--- src/rtl/rx_bd_pkg.sv ---
`default_nettype none
// ============================================================================
//  Module      : rx_bd_pkg
//  Description : Shared types and constants for the Rx boundary detector:
//                FSM state encoding, modulation mode values and the lane
//                break helper.
//  Revision    : 1.0  initial release
// ============================================================================
package rx_bd_pkg;

    typedef enum logic [2:0] {
        ST_IDLE    = 3'd0,
        ST_SEARCH  = 3'd1,
        ST_CONFIRM = 3'd2,
        ST_LOCKED  = 3'd3,
        ST_TIMEOUT = 3'd4
    } bd_state_t;

    localparam logic MODE_BPSK = 1'b0;
    localparam logic MODE_QPSK = 1'b1;

    // A break is a repeat on every lane in use; in QPSK a single-lane
    // repeat is neither alternation nor a break.
    function automatic logic lane_break(input logic mode, input logic rep_i, input logic rep_q);
        return (mode == MODE_QPSK) ? (rep_i & rep_q) : rep_i;
    endfunction

endpackage
`default_nettype wire

--- src/rtl/rx_bd_alt_tracker.sv ---
`default_nettype none
// ============================================================================
//  Module      : rx_bd_alt_tracker
//  Description : Holds the previous I/Q hard decisions, flags symbol repeats,
//                derives the break condition and counts the current run of
//                alternating symbols (saturating).
//  Revision    : 1.0  initial release
// ============================================================================
module rx_bd_alt_tracker
    import rx_bd_pkg::*;
#(
    parameter int RUN_WIDTH = 8
) (
    input  logic                 clk,
    input  logic                 rst_n,
    input  logic                 i_clk_enable,
    input  logic                 i_mode,
    input  logic                 i_sym_i,
    input  logic                 i_sym_q,
    input  logic                 i_clear_run,
    output logic                 o_any_rep,
    output logic                 o_brk,
    output logic [RUN_WIDTH-1:0] o_alt_run
);

    logic                 r_i_reg;
    logic                 r_q_reg;
    logic [RUN_WIDTH-1:0] r_alt_run;
    logic                 w_rep_i;
    logic                 w_rep_q;
    logic                 w_any_rep;

    assign w_rep_i   = ~(i_sym_i ^ r_i_reg);
    assign w_rep_q   = ~(i_sym_q ^ r_q_reg);
    // Q lane only participates in QPSK.
    assign w_any_rep = w_rep_i | ((i_mode == MODE_QPSK) & w_rep_q);

    assign o_any_rep = w_any_rep;
    assign o_brk     = lane_break(i_mode, w_rep_i, w_rep_q);
    assign o_alt_run = r_alt_run;

    // Lane history and saturating alternation run, advanced on symbol strobes.
    always_ff @(posedge clk or negedge rst_n) begin
        if (!rst_n) begin
            r_i_reg   <= 1'b0;
            r_q_reg   <= 1'b0;
            r_alt_run <= '0;
        end else if (i_clk_enable) begin
            r_i_reg <= i_sym_i;
            r_q_reg <= i_sym_q;
            if (i_clear_run || w_any_rep) begin
                r_alt_run <= '0;
            end else if (r_alt_run != '1) begin
                r_alt_run <= r_alt_run + 1'b1;
            end
        end
    end

endmodule
`default_nettype wire

--- src/rtl/rx_bd_mc.sv ---
`default_nettype none
// ============================================================================
//  Module      : rx_bd_mc
//  Description : Multi-mode (BPSK/QPSK) TRN boundary detector. Finds the
//                single sign inversion in an alternating symbol stream after
//                a minimum alternation run, confirms it over a window, and
//                reports lock, break sign and search timeout.
//  Revision    : 1.0  initial release
// ============================================================================
module rx_bd_mc
    import rx_bd_pkg::*;
#(
    parameter int MAX_WINDOW_WIDTH = 8,
    parameter int TIMEOUT_WIDTH    = 16
) (
    input  logic                        clk,
    input  logic                        rst_n,
    input  logic                        clk_enable,
    input  logic                        RX_BD_MODE,
    input  logic [MAX_WINDOW_WIDTH-1:0] RX_BD_WINDOW,
    input  logic [MAX_WINDOW_WIDTH-1:0] RX_BD_MIN_RUN,
    input  logic [TIMEOUT_WIDTH-1:0]    RX_BD_TIMEOUT,
    input  logic                        sym_i,
    input  logic                        sym_q,
    input  logic                        PD_flag,
    input  logic                        disassert_BD,
    output logic                        BD_init,
    output logic                        BD_flag,
    output logic [1:0]                  BD_sgn,
    output logic                        BD_timeout,
    output logic [2:0]                  BD_state
);

    localparam logic [MAX_WINDOW_WIDTH-1:0] C_WIN_ONE = MAX_WINDOW_WIDTH'(1);

    bd_state_t                   r_state;
    logic [MAX_WINDOW_WIDTH-1:0] r_cnt;
    logic [TIMEOUT_WIDTH-1:0]    r_search_cnt;
    logic                        r_bd_init;
    logic                        r_bd_flag;
    logic [1:0]                  r_bd_sgn;
    logic                        r_bd_timeout;

    bd_state_t                   w_state_nxt;
    logic [MAX_WINDOW_WIDTH-1:0] w_cnt_nxt;
    logic [TIMEOUT_WIDTH-1:0]    w_search_nxt;
    logic                        w_init_nxt;
    logic                        w_flag_nxt;
    logic [1:0]                  w_sgn_nxt;
    logic                        w_timeout_nxt;

    logic                        w_any_rep;
    logic                        w_brk;
    logic [MAX_WINDOW_WIDTH-1:0] w_alt_run;
    logic [MAX_WINDOW_WIDTH-1:0] w_win_eff;
    logic [TIMEOUT_WIDTH-1:0]    w_search_inc;
    logic                        w_timeout_hit;
    logic                        w_clear;

    rx_bd_alt_tracker #(
        .RUN_WIDTH (MAX_WINDOW_WIDTH)
    ) u_alt_tracker (
        .clk          (clk),
        .rst_n        (rst_n),
        .i_clk_enable (clk_enable),
        .i_mode       (RX_BD_MODE),
        .i_sym_i      (sym_i),
        .i_sym_q      (sym_q),
        .i_clear_run  (r_state == ST_IDLE),
        .o_any_rep    (w_any_rep),
        .o_brk        (w_brk),
        .o_alt_run    (w_alt_run)
    );

    // A zero window would lock instantly; treat it as a single symbol.
    assign w_win_eff     = (RX_BD_WINDOW == '0) ? C_WIN_ONE : RX_BD_WINDOW;
    assign w_search_inc  = r_search_cnt + 1'b1;
    assign w_timeout_hit = (RX_BD_TIMEOUT != '0) && (w_search_inc >= RX_BD_TIMEOUT);
    assign w_clear       = disassert_BD | ~PD_flag;

    // Next-state and next-output decode: clear beats timeout beats detection.
    always_comb begin
        w_state_nxt   = r_state;
        w_cnt_nxt     = r_cnt;
        w_search_nxt  = r_search_cnt;
        w_init_nxt    = r_bd_init;
        w_flag_nxt    = r_bd_flag;
        w_sgn_nxt     = r_bd_sgn;
        w_timeout_nxt = r_bd_timeout;

        if (w_clear) begin
            w_state_nxt   = ST_IDLE;
            w_cnt_nxt     = '0;
            w_search_nxt  = '0;
            w_init_nxt    = 1'b0;
            w_flag_nxt    = 1'b0;
            w_sgn_nxt     = 2'b00;
            w_timeout_nxt = 1'b0;
        end else begin
            case (r_state)
                ST_IDLE: begin
                    w_state_nxt = ST_SEARCH;
                end
                ST_SEARCH, ST_CONFIRM: begin
                    w_search_nxt = w_search_inc;
                    if (w_timeout_hit) begin
                        w_state_nxt   = ST_TIMEOUT;
                        w_cnt_nxt     = '0;
                        w_init_nxt    = 1'b0;
                        w_flag_nxt    = 1'b0;
                        w_sgn_nxt     = 2'b00;
                        w_timeout_nxt = 1'b1;
                    end else if (r_state == ST_SEARCH) begin
                        if (w_brk && (w_alt_run >= RX_BD_MIN_RUN)) begin
                            w_state_nxt = ST_CONFIRM;
                            w_init_nxt  = 1'b1;
                            w_cnt_nxt   = C_WIN_ONE;
                            w_sgn_nxt   = {RX_BD_MODE & sym_q, sym_i};
                        end
                    end else if (w_any_rep) begin
                        // False break inside the window: restart the search.
                        w_state_nxt = ST_SEARCH;
                        w_init_nxt  = 1'b0;
                        w_cnt_nxt   = '0;
                        w_sgn_nxt   = 2'b00;
                    end else if (r_cnt >= w_win_eff) begin
                        w_state_nxt = ST_LOCKED;
                        w_flag_nxt  = 1'b1;
                        w_init_nxt  = 1'b0;
                    end else begin
                        w_cnt_nxt = r_cnt + 1'b1;
                    end
                end
                ST_LOCKED, ST_TIMEOUT: begin
                    w_state_nxt = r_state;
                end
                default: begin
                    w_state_nxt = ST_IDLE;
                end
            endcase
        end
    end

    // State, counters and output registers advance only on symbol strobes.
    always_ff @(posedge clk or negedge rst_n) begin
        if (!rst_n) begin
            r_state      <= ST_IDLE;
            r_cnt        <= '0;
            r_search_cnt <= '0;
            r_bd_init    <= 1'b0;
            r_bd_flag    <= 1'b0;
            r_bd_sgn     <= 2'b00;
            r_bd_timeout <= 1'b0;
        end else if (clk_enable) begin
            r_state      <= w_state_nxt;
            r_cnt        <= w_cnt_nxt;
            r_search_cnt <= w_search_nxt;
            r_bd_init    <= w_init_nxt;
            r_bd_flag    <= w_flag_nxt;
            r_bd_sgn     <= w_sgn_nxt;
            r_bd_timeout <= w_timeout_nxt;
        end
    end

    assign BD_init    = r_bd_init;
    assign BD_flag    = r_bd_flag;
    assign BD_sgn     = r_bd_sgn;
    assign BD_timeout = r_bd_timeout;
    assign BD_state   = r_state;

endmodule
`default_nettype wire

--- config.mk ---
export PLATFORM = sky130hd
export DESIGN_NAME = rx_bd_mc
export DESIGN_NICKNAME = d
export VERILOG_FILES = /design/src/rtl/rx_bd_pkg.sv /design/src/rtl/rx_bd_alt_tracker.sv /design/src/rtl/rx_bd_mc.sv
export SDC_FILE = /design/constraint.sdc
export NUM_CORES = 1
export LEC_CHECK = 0
export CAP_MARGIN = 20
export CELL_PAD_IN_SITES_DETAIL_PLACEMENT = 1
export CELL_PAD_IN_SITES_GLOBAL_PLACEMENT = 2
export CORE_MARGIN = 4
export CORE_UTILIZATION = 36
export DETAILED_ROUTE_END_ITERATION = 10
export PLACE_DENSITY_LB_ADDON = 0.1
export SLEW_MARGIN = 20
export SYNTH_ARGS = -nofsm -noshare
export SYNTH_HDL_FRONTEND = slang
export SYNTH_SLANG_ARGS = --single-unit
--- constraint.sdc ---
create_clock -name clk -period 10.7 [get_ports clk]
set_input_delay 2.14 -clock clk [delete_from_list [all_inputs] [get_ports clk]]
set_output_delay 2.14 -clock clk [all_outputs]
set_load 0.02 [all_outputs]
==> flow_summary.yaml, run 1 <==
outcome:
  status: "finished clean"
grt:
  grtUsageTotal_pct: 16.68
  grt_pass1_vias: 2886
  grt_max_degree: 43
  grt_first_pass_wirelength_um: 13920
  grt.overflow.total: 0
  antenna_found_initial: 0
sta:
  max_slew_margin_pct: 52.26
  layout_min_cycle_time_ns: 4.914
  slew_violations: 0
  final.period_utilization_pct: 45.93
  timing.hold.ws_ns: 0.5177
  clock_skew_ns: 0.009590
  tns_ns: 0
  rsz0062_at_grt: "no"
  hold_viol: 0
  setup_viol: 0
  max_freq_ghz: 0.2035
  max_slew.worst_pin.slew_ns: 0.7118
routing:
  dr.first_iter.drc_count: 92
  routed_via_density: 5.383
  route.detailed.drc: 0
  ant_nets: 0
  totalWireLength_um: 8011
  dr.pass1.iters: 4
  dr_total_vias: 2756
  wire_per_inst_um: 15.65
clock_network:
  cts_buffer_depth: 2
  cts-buffers-inserted: 5
  cts_setup_buffers: 0
  cts_tree: "built"
  h-tree-depth: 2
  post_cts_resized: 0
  root_buffer: "clkbuf_8"
  clock_sinks: 42
  postCtsHoldBufs: 0
  clkTransAtPathRegs_ns: 0.09
  clkLatencyLatePin_ns: 0.30
run:
  maxCapViolCount: 0
setup_path:
  critPathKind: "in2reg"
  critPathMaxStageDelay_ns: 0.48
  critical_path.max_fanout: 13
  worst_setup_path_start_kind: "primary input"
  path_cells: "clkdlybuf4s50_1 -> inv_1 -> ha_1 -> nand4_1 -> or3_1 -> a311oi_1 -> o41a_2 -> nor3_1 -> buf_4 -> a311o_1 -> mux2_1"
  crit_arrival_ns: 5.11
  critPathTopFamily: "compound AO/OA/AOI/OAI gates"
  crit_path_end_kind: "flop"
  critical_path_buf_inv_count: 3
  required_ns: 10.89
  slowest_stage: "clkdlybuf4s50_1"
logic_synthesis:
  synth_seq_cells: 42
  async_flop_share_pct: 100.0
  syn-mean-instance-area_um2: 8.738
  netlist_instances: 361
  synth_edf_count: 0
  synthFlopType: "dfrtp_1"
  syn-num-nets: 436
  synth_warnings: 0
  synth_area_um2: 3154
  synth_seq_area_share_pct: 33.32
  netlist-cell-type-count: 50
layout:
  register_area_um2: 1051
  largest-register: "r_search_cnt"
  largest_reg_flops: 16
  antenna_cells: 0
  nFillCells: 992
  final_net_count: 481
  drive_above_1_share_pct: 5.405
  multi_input_area_um2: 1889
  syn2layout_area_growth_pct: 21.10
placed_design:
  port_buffers: 47
  gp_congestion: 0.7476
  dpl.hpwl_um: 6297
power:
  cellPowerDensity_nw_per_um2: 92.76
  finalPower_mw: 0.3543
  ir_worst_vdd_uv: 43.65
  power_leakage_nw: 1.828
die:
  die_w_um: 101.6
  dieArea_um2: 10320
  start_util_pct: 37.63
  die_y_um: 101.6
  row_count: 33
  core_um2: 8382
  pin_count: 48
worst_hold_path:
  holdCritPathClass: "reg2reg"
-- routing by layer --
metal / share of wire (%) / global-route usage (%) / vias to the layer above
met2: 47 / 27.67 / 25
met3: 2.8 / 2.824 / 7
met4: 0.75 / 3.067 / 0
li1: - / - / 1388
met5: 0 / 0 / -
met1: 49 / 23.04 / 1336
-- final cells by class --
cell class                      instances  share of cell area (%)
Clock buffer                            6                   2.162
Clock inverter                          2                  0.3275
Inverter                               44                   4.324
Multi-Input combinational cell        263                   49.46
Sequential cell                        42                   27.51
Tap cell                              105                   3.439
Timing Repair Buffer                   50                   12.77
-- final timing paths --
| path | start | end | slack [ns] | cells past startpoint |
|---|---|---|---|---|
| min in group asynchronous | rst_n | r_search_cnt[13] | 1.90 | 2 |
| max in group asynchronous | rst_n | u_alt_tracker.o_alt_run[6] | 8.39 | 2 |
| min reg2reg | BD_sgn[1] | BD_sgn[1] | 0.52 | 2 |
| min | BD_sgn[1] | BD_sgn[1] | 0.52 | 2 |
| max reg2reg | r_search_cnt[6] | BD_state[0] | 6.15 | 15 |
| max | RX_BD_TIMEOUT[13] | BD_state[0] | 5.79 | 11 |
-- metrics by stage --
| stage | cell area (um2) | setup WS, ns | std cells | util, % |
|---|---|---|---|---|
| finish | 3820 | 5.786 | 512 | 45.57 |
| global route | 3820 | 5.635 | 512 | 45.57 |
| CTS | 3815 | 5.783 | 512 | 45.51 |
| detailed placement | 3720 | 5.456 | 504 | 44.38 |
| global placement | 3720 | 5.540 | 504 | 44.38 |
| floorplan | 3154 | 6.378 | 361 | - |
-- cells in the mapped netlist, drive strengths merged (9+ instances only) --
master	n	share of area (%)
o21ai	23	3.6
nor3	10	1.6
xnor2	12	3.3
and3	9	1.8
nand2	20	2.4
dfrtp	42	33
nand3	17	2.7
ha	35	14
xor2	10	2.8
a22o	11	3.1
inv	44	5.2
a21oi	18	2.9
clkbuf	9	1.1
nand4	9	1.8
nor2	20	2.5
-- cell families (layout without fill, tap and decap cells) --
logic type / Yosys count / count (layout) / share of synthesized area, %
AO/OA/AOI/OAI: 90 / 90 / 19.79
AND/OR/NAND/NOR: 112 / 112 / 18.52
XOR/XNOR: 22 / 22 / 6.109
buffers and inverters: 56 / 102 / 6.941
adder cells (fa/ha/maj): 35 / 35 / 13.88
multiplexers: 4 / 4 / 1.428
flip-flops: 42 / 42 / 33.32
-- cells in the final DEF, fill, tap and decap left out, drive strengths merged, types with 6 or more instances in the layout --
cell type | netlist | layout
nand2b | 7 | 7
nor3 | 10 | 10
nand3 | 17 | 17
xnor2 | 12 | 12
nand2 | 20 | 20
nor2 | 20 | 20
a21oi | 18 | 18
o21ai | 23 | 23
nand4 | 9 | 9
clkbuf | 9 | 6
clkdlybuf4s50 | 0 | 46
nor4 | 6 | 6
inv | 44 | 44
and3 | 9 | 9
xor2 | 10 | 10
ha | 35 | 35
a22o | 11 | 11
dfrtp | 42 | 42
-- power breakdown --
part | leakage, nW | internal [mW] | total, mW | switching, mW
registers | 0.580 | 0.163 | 0.169 | 0.00597
logic | 1.20 | 0.0339 | 0.0729 | 0.0390
clock network | 0.0472 | 0.0520 | 0.113 | 0.0607
-- worst min-delay path: cells and delay by family, from the launching register on --
kind / cells / cell delay (ns)
flip-flops: 1 / 0.35
AO/OA/AOI/OAI: 2 / 0.14
Power figures use the tool's default switching activity.
==> run 2, diff against run 1 <==
--- a/config.mk
+++ b/config.mk
@@ -9,7 +9,7 @@
 export CELL_PAD_IN_SITES_DETAIL_PLACEMENT = 1
 export CELL_PAD_IN_SITES_GLOBAL_PLACEMENT = 2
 export CORE_MARGIN = 4
-export CORE_UTILIZATION = 36
+export CORE_UTILIZATION = 30
 export DETAILED_ROUTE_END_ITERATION = 10
 export PLACE_DENSITY_LB_ADDON = 0.1
 export SLEW_MARGIN = 20
==> constraint.sdc (replaced) <==
create_clock -name clk -period 4.5 [get_ports clk]
set_input_delay 0.9 -clock clk [delete_from_list [all_inputs] [get_ports clk]]
set_output_delay 0.9 -clock clk [all_outputs]
set_load 0.02 [all_outputs]
==> run 2 against run 1 <==
  * Worst setup slack got worse by 5.5 ns
  * Critical endpoint unchanged
  * Hold slack improved by 0.00080 ns
  * Critical path depth is 4 higher
  * Cell area is 1.9% higher
==> flow_summary.yaml, run 2 (synthesis gave the netlist of run 1 again) <==
sta:
  layout_min_cycle_time_ns: 4.170
  max_slew_margin_pct: 57.24
  max_freq_ghz: 0.2398
  rsz0062_at_grt: "no"
  setup_viol: 0
  slew_violations: 0
  hold_viol: 0
  final.period_utilization_pct: 92.67
  max_slew.worst_pin.slew_ns: 0.6413
  postLayoutSetupSlackWorst_ns: 0.3298
  clock_skew_ns: 0.008304
  tns_ns: 0
routing:
  routed_via_density: 5.024
  totalWireLength_um: 8378
  dr.first_iter.drc_count: 78
  route.detailed.drc: 0
  dr_total_vias: 2753
  ant_nets: 0
  dr.pass1.iters: 4
  wire_per_inst_um: 15.29
placed_design:
  dpl.hpwl_um: 6650
  place_ws_ns: 0.2548
  place_area_um2: 3804
  gp_congestion: 0.7200
  port_buffers: 47
setup_path:
  worst_setup_path_start_kind: "flop"
  slowest_stage: "dfrtp_1"
  path_cells: "and3_1 -> nor4b_2 -> and3_1 -> and3_1 -> and3_1 -> xor2_1 -> ha_1 -> nand4_1 -> or3_1 -> a311oi_1 -> o41a_2 -> buf_4 -> nor2_1 -> a311o_1 -> mux2_1"
  crit_path_end_kind: "flop"
  required_ns: 4.68
  cpMostUsedCell: "and3_1"
  critPathKind: "reg2reg"
  critPathMaxStageDelay_ns: 0.41
  crit_arrival_ns: 4.35
  critical_path.max_fanout: 10
outcome:
  status: "finished clean"
layout:
  final_common_cell: "clkdlybuf4s50_1"
  final_cell_area_um2: 3894
  mostFrequentLayoutCells: "clkdlybuf4s50_1 (46), inv_1 (44), dfrtp_1 (41)"
  largest-register: "r_search_cnt"
  largest_reg_flops: 16
  nFillCells: 1237
  syn2layout_area_growth_pct: 23.44
  drive_above_1_share_pct: 6.796
  antenna_cells: 0
  final_net_count: 487
die:
  start_util_pct: 30.69
  dieArea_um2: 12220
  die_w_um: 110.5
  core_um2: 10280
  die_y_um: 110.5
  pin_count: 48
  row_count: 37
grt:
  grt_first_pass_wirelength_um: 14210
  grt.overflow.total: 0
  grtUsageTotal_pct: 13.89
  grt_max_degree: 43
  grt_pass1_vias: 2904
  antenna_found_initial: 0
clock_network:
  clkLatencyLatePin_ns: 0.30
  postCtsHoldBufs: 0
  clock_sinks: 42
  clkTransAtPathRegs_ns: 0.08
  cts-buffers-inserted: 5
  root_buffer: "clkbuf_8"
  h-tree-depth: 2
  cts_tree: "built"
  cts_buffer_depth: 2
power:
  power_leakage_nw: 1.847
  ir_worst_vdd_uv: 106.8
  cellPowerDensity_nw_per_um2: 211.3
worst_hold_path:
  holdCritPathClass: "reg2reg"
run:
  maxCapViolCount: 0
==> run 2: critical path, delay by kind of cell (launching register included) <==
kind                     cells  cell delay, ns
AO/OA/AOI/OAI                3            0.91
adder cells (fa/ha/maj)      1            0.28
flip-flops                   1            0.41
buffers and inverters        1            0.19
XOR/XNOR                     1            0.08
multiplexers                 1            0.31
AND/OR/NAND/NOR              8            1.85
==> run 2: cell type report <==
type	count	area [um2]	share of cell area [%]
Tap cell	136	170.2	4.370
Clock buffer	6	72.57	1.864
Timing Repair Buffer	56	535.5	13.75
Sequential cell	42	1052	27.02
Multi-Input combinational cell	263	1891	48.55
Inverter	44	165.2	4.242
Clock inverter	1	7.507	0.1928
==> run 2: repair_timing <==
action / 4_1_cts / 5_1_grt
endpoints found under the setup margin: 0 / 4
buffers inserted: 0 / 0
gates resized for setup: 0 / 3
==> run 2: worst paths after layout <==
path	cells past startpoint	end	slack [ns]	startpoint
worst max register to register	15	BD_state[0]	0.33	r_search_cnt[6]
worst min register to register	1	BD_flag	0.52	BD_flag
max in group asynchronous	1	r_search_cnt[0]	3.49	rst_n
min in group asynchronous	1	r_cnt[2]	0.59	rst_n
worst max-delay path	15	BD_state[0]	0.33	r_search_cnt[6]
worst min-delay path	1	BD_flag	0.52	BD_flag
==> run 2: power breakdown <==
| group | total [mW] | switching, mW | internal, mW |
|---|---|---|---|
| Clock | 0.242 | 0.136 | 0.107 |
| Combinational | 0.179 | 0.0955 | 0.0838 |
| Sequential | 0.401 | 0.0140 | 0.387 |
| Total | 0.823 | 0.245 | 0.577 |
==> run 2: routing by layer <==
metal | wire (um) | part of all wire [%] | track usage (%) | up-vias
li1 | - | - | - | 1397
met1 | 4057 | 48 | 18.38 | 1302
met2 | 3944 | 47 | 23.26 | 46
met3 | 268 | 3.2 | 2.849 | 8
met4 | 108 | 1.3 | 3.284 | 0
met5 | 0 | 0 | 0 | -
==> run 2: through the flow <==
stage,cells,total power [mW],util [%],hold slack (ns)
global route,548,0.8732,37.89,0.5401
finish,548,0.8228,37.89,0.5185
CTS,548,0.8369,37.79,0.5253
floorplan,361,0.4999,-,0.4966
detailed placement,541,0.5906,37.01,0.5053
global placement,541,0.5869,37.01,0.4920
==> run 3, diff against run 2 <==
--- a/config.mk
+++ b/config.mk
@@ -10,7 +10,9 @@
 export CELL_PAD_IN_SITES_GLOBAL_PLACEMENT = 2
 export CORE_MARGIN = 4
 export CORE_UTILIZATION = 30
+export CTS_CLUSTER_DIAMETER = 120
 export DETAILED_ROUTE_END_ITERATION = 10
+export MAX_ROUTING_LAYER = met4
 export PLACE_DENSITY_LB_ADDON = 0.1
 export SLEW_MARGIN = 20
 export SYNTH_ARGS = -nofsm -noshare
==> run 3 against run 2 <==
  * Utilization barely moved
  * Combinational power about the same
  * Total power about the same
  * Largest cell class unchanged
==> flow_summary.yaml, run 3 (synthesis gave the netlist of run 1 again) <==
outcome:
  status: "finished clean"
clock_network:
  h-tree-depth: 2
  cts_setup_buffers: 0
  root_buffer: "clkbuf_8"
  clock_sinks: 42
  cts_buffer_depth: 2
  clkLatencyLatePin_ns: 0.30
  postCtsHoldBufs: 0
  cts-buffers-inserted: 5
  clkTransAtPathRegs_ns: 0.08
  post_cts_resized: 0
  cts_tree: "built"
die:
  die_y_um: 110.5
  die_w_um: 110.5
  start_util_pct: 30.69
  pin_count: 48
  core_um2: 10280
  row_count: 37
  dieArea_um2: 12220
setup_path:
  critical_path.max_fanout: 10
  required_ns: 4.68
  critPathKind: "reg2reg"
  timing.rr.end: "BD_state[0]"
  ff2ff_path_depth: 16
  crit_path_end_kind: "flop"
  ff2ff_setup_slack_ns: 0.30
  worst_setup_path_start_kind: "flop"
  worstReg2RegStart: "r_search_cnt[0]"
  crit_arrival_ns: 4.38
layout:
  multi_input_area_um2: 1891
  drive_above_1_share_pct: 6.553
  register_area_um2: 1051
  final_net_count: 487
  mostFrequentLayoutCells: "clkdlybuf4s50_1 (46), inv_1 (44), dfrtp_1 (42)"
  largest_reg_flops: 16
  final_common_cell: "clkdlybuf4s50_1"
  final_cell_area_um2: 3892
  nFillCells: 1238
  syn2layout_area_growth_pct: 23.40
  antenna_cells: 0
  largest-register: "r_search_cnt"
routing:
  routed_via_density: 5.022
  totalWireLength_um: 8369
  route.detailed.drc: 0
  wire_per_inst_um: 15.27
  dr.pass1.iters: 4
  ant_nets: 0
  dr.first_iter.drc_count: 75
  dr_total_vias: 2752
sta:
  tns_ns: 0
  max_slew_margin_pct: 56.73
  rsz0062_at_grt: "no"
  max_freq_ghz: 0.2382
  clock_skew_ns: 0.008301
  layout_min_cycle_time_ns: 4.199
  hold_viol: 0
  setup_viol: 0
  final.period_utilization_pct: 93.30
  slew_violations: 0
  max_slew.worst_pin.slew_ns: 0.6491
power:
  power_frac_seq_pct: 48.8
  ir_worst_vdd_uv: 106.8
  intPower_mw: 0.5773
  combPwrFrac_pct: 21.8
  power_leakage_nw: 1.849
  cellPowerDensity_nw_per_um2: 211.2
  clockPowerShare_pct: 29.4
  netSwitchingFraction_pct: 29.78
  p_switching_mw: 0.2448
worst_hold_path:
  worstHoldStart: "BD_flag"
  hold_depth: 1
  hold_end: "BD_flag"
  holdCritPathClass: "reg2reg"
grt:
  grtUsageTotal_pct: 14.27
  grt_pass1_vias: 2905
  grt_first_pass_wirelength_um: 14210
  grt_max_degree: 43
  grt.overflow.total: 0
  antenna_found_initial: 0
placed_design:
  port_buffers: 47
  dpl.hpwl_um: 6650
  place_area_um2: 3804
  gp_congestion: 0.7285
run:
  maxCapViolCount: 0
[run 3: how the worst max path moves through the flow]
stage,end,slack [ns],startpoint
6_report,BD_state[0],0.30,r_search_cnt[0]
5_1_grt,BD_state[0],0.007,r_search_cnt[0]
4_1_cts,BD_state[0],0.24,r_search_cnt[0]
3_5_place_dp,BD_state[0],0.25,r_search_cnt[0]
3_3_place_gp,BD_state[0],0.38,r_search_cnt[6]
2_1_floorplan,BD_state[0],0.72,r_search_cnt[6]
[run 3: layer usage]
layer  routed length, um  up-vias  track usage (%)  share of wire (%)
li1                    -     1397                -                  -
met1                4029     1298            18.34                 48
met2                3947       47            23.26                 47
met3                 285       10            2.849                3.4
met4                 106        0            3.284                1.3
met5                   0        -                -                  0
[run 3: critical path, stage by stage (launching register included)]
cell and delay, ns:
dfrtp_1 0.45, ha_1 0.22, nand3_1 0.11, nor2_1 0.22, and3_2 0.27, and3_1 0.24
nand3_1 0.11, xnor2_1 0.15, ha_1 0.29, nand4_1 0.13, or3_1 0.41, a311oi_1 0.31
o41a_2 0.24, buf_4 0.19, nor2_1 0.06, a311o_1 0.36, mux2_1 0.31
[run 3: final cells by class]
class / instances / area share (%)
multi-input combinational: 263 / 48.57
sequential: 42 / 27.00
timing repair buffer: 56 / 13.76
tap: 136 / 4.372
inverter: 44 / 4.243
clock buffer: 6 / 1.864
clock inverter: 1 / 0.1929
[run 3: stage by stage]
stage	total power, mW	utilization (%)	setup slack [ns]	hold WS [ns]	cells
after global routing	0.8730	37.87	0.007466	0.5401	548
after floorplan	0.4999	-	0.7187	0.4966	361
after detailed placement	0.5906	37.01	0.2548	0.5053	541
after CTS	0.8369	37.79	0.2422	0.5253	548
final	0.8221	37.87	0.3015	0.5185	548
after global placement	0.5869	37.01	0.3756	0.4920	541
[run 3: power by group through the flow]
stage               clock [mW]  sequential (mW)  combinational (mW)
global placement             0            0.408               0.179
CTS                      0.253            0.401               0.183
global route             0.266            0.403               0.204
detailed placement           0            0.409               0.182
floorplan                    0            0.408              0.0922
finish                   0.242            0.401               0.179
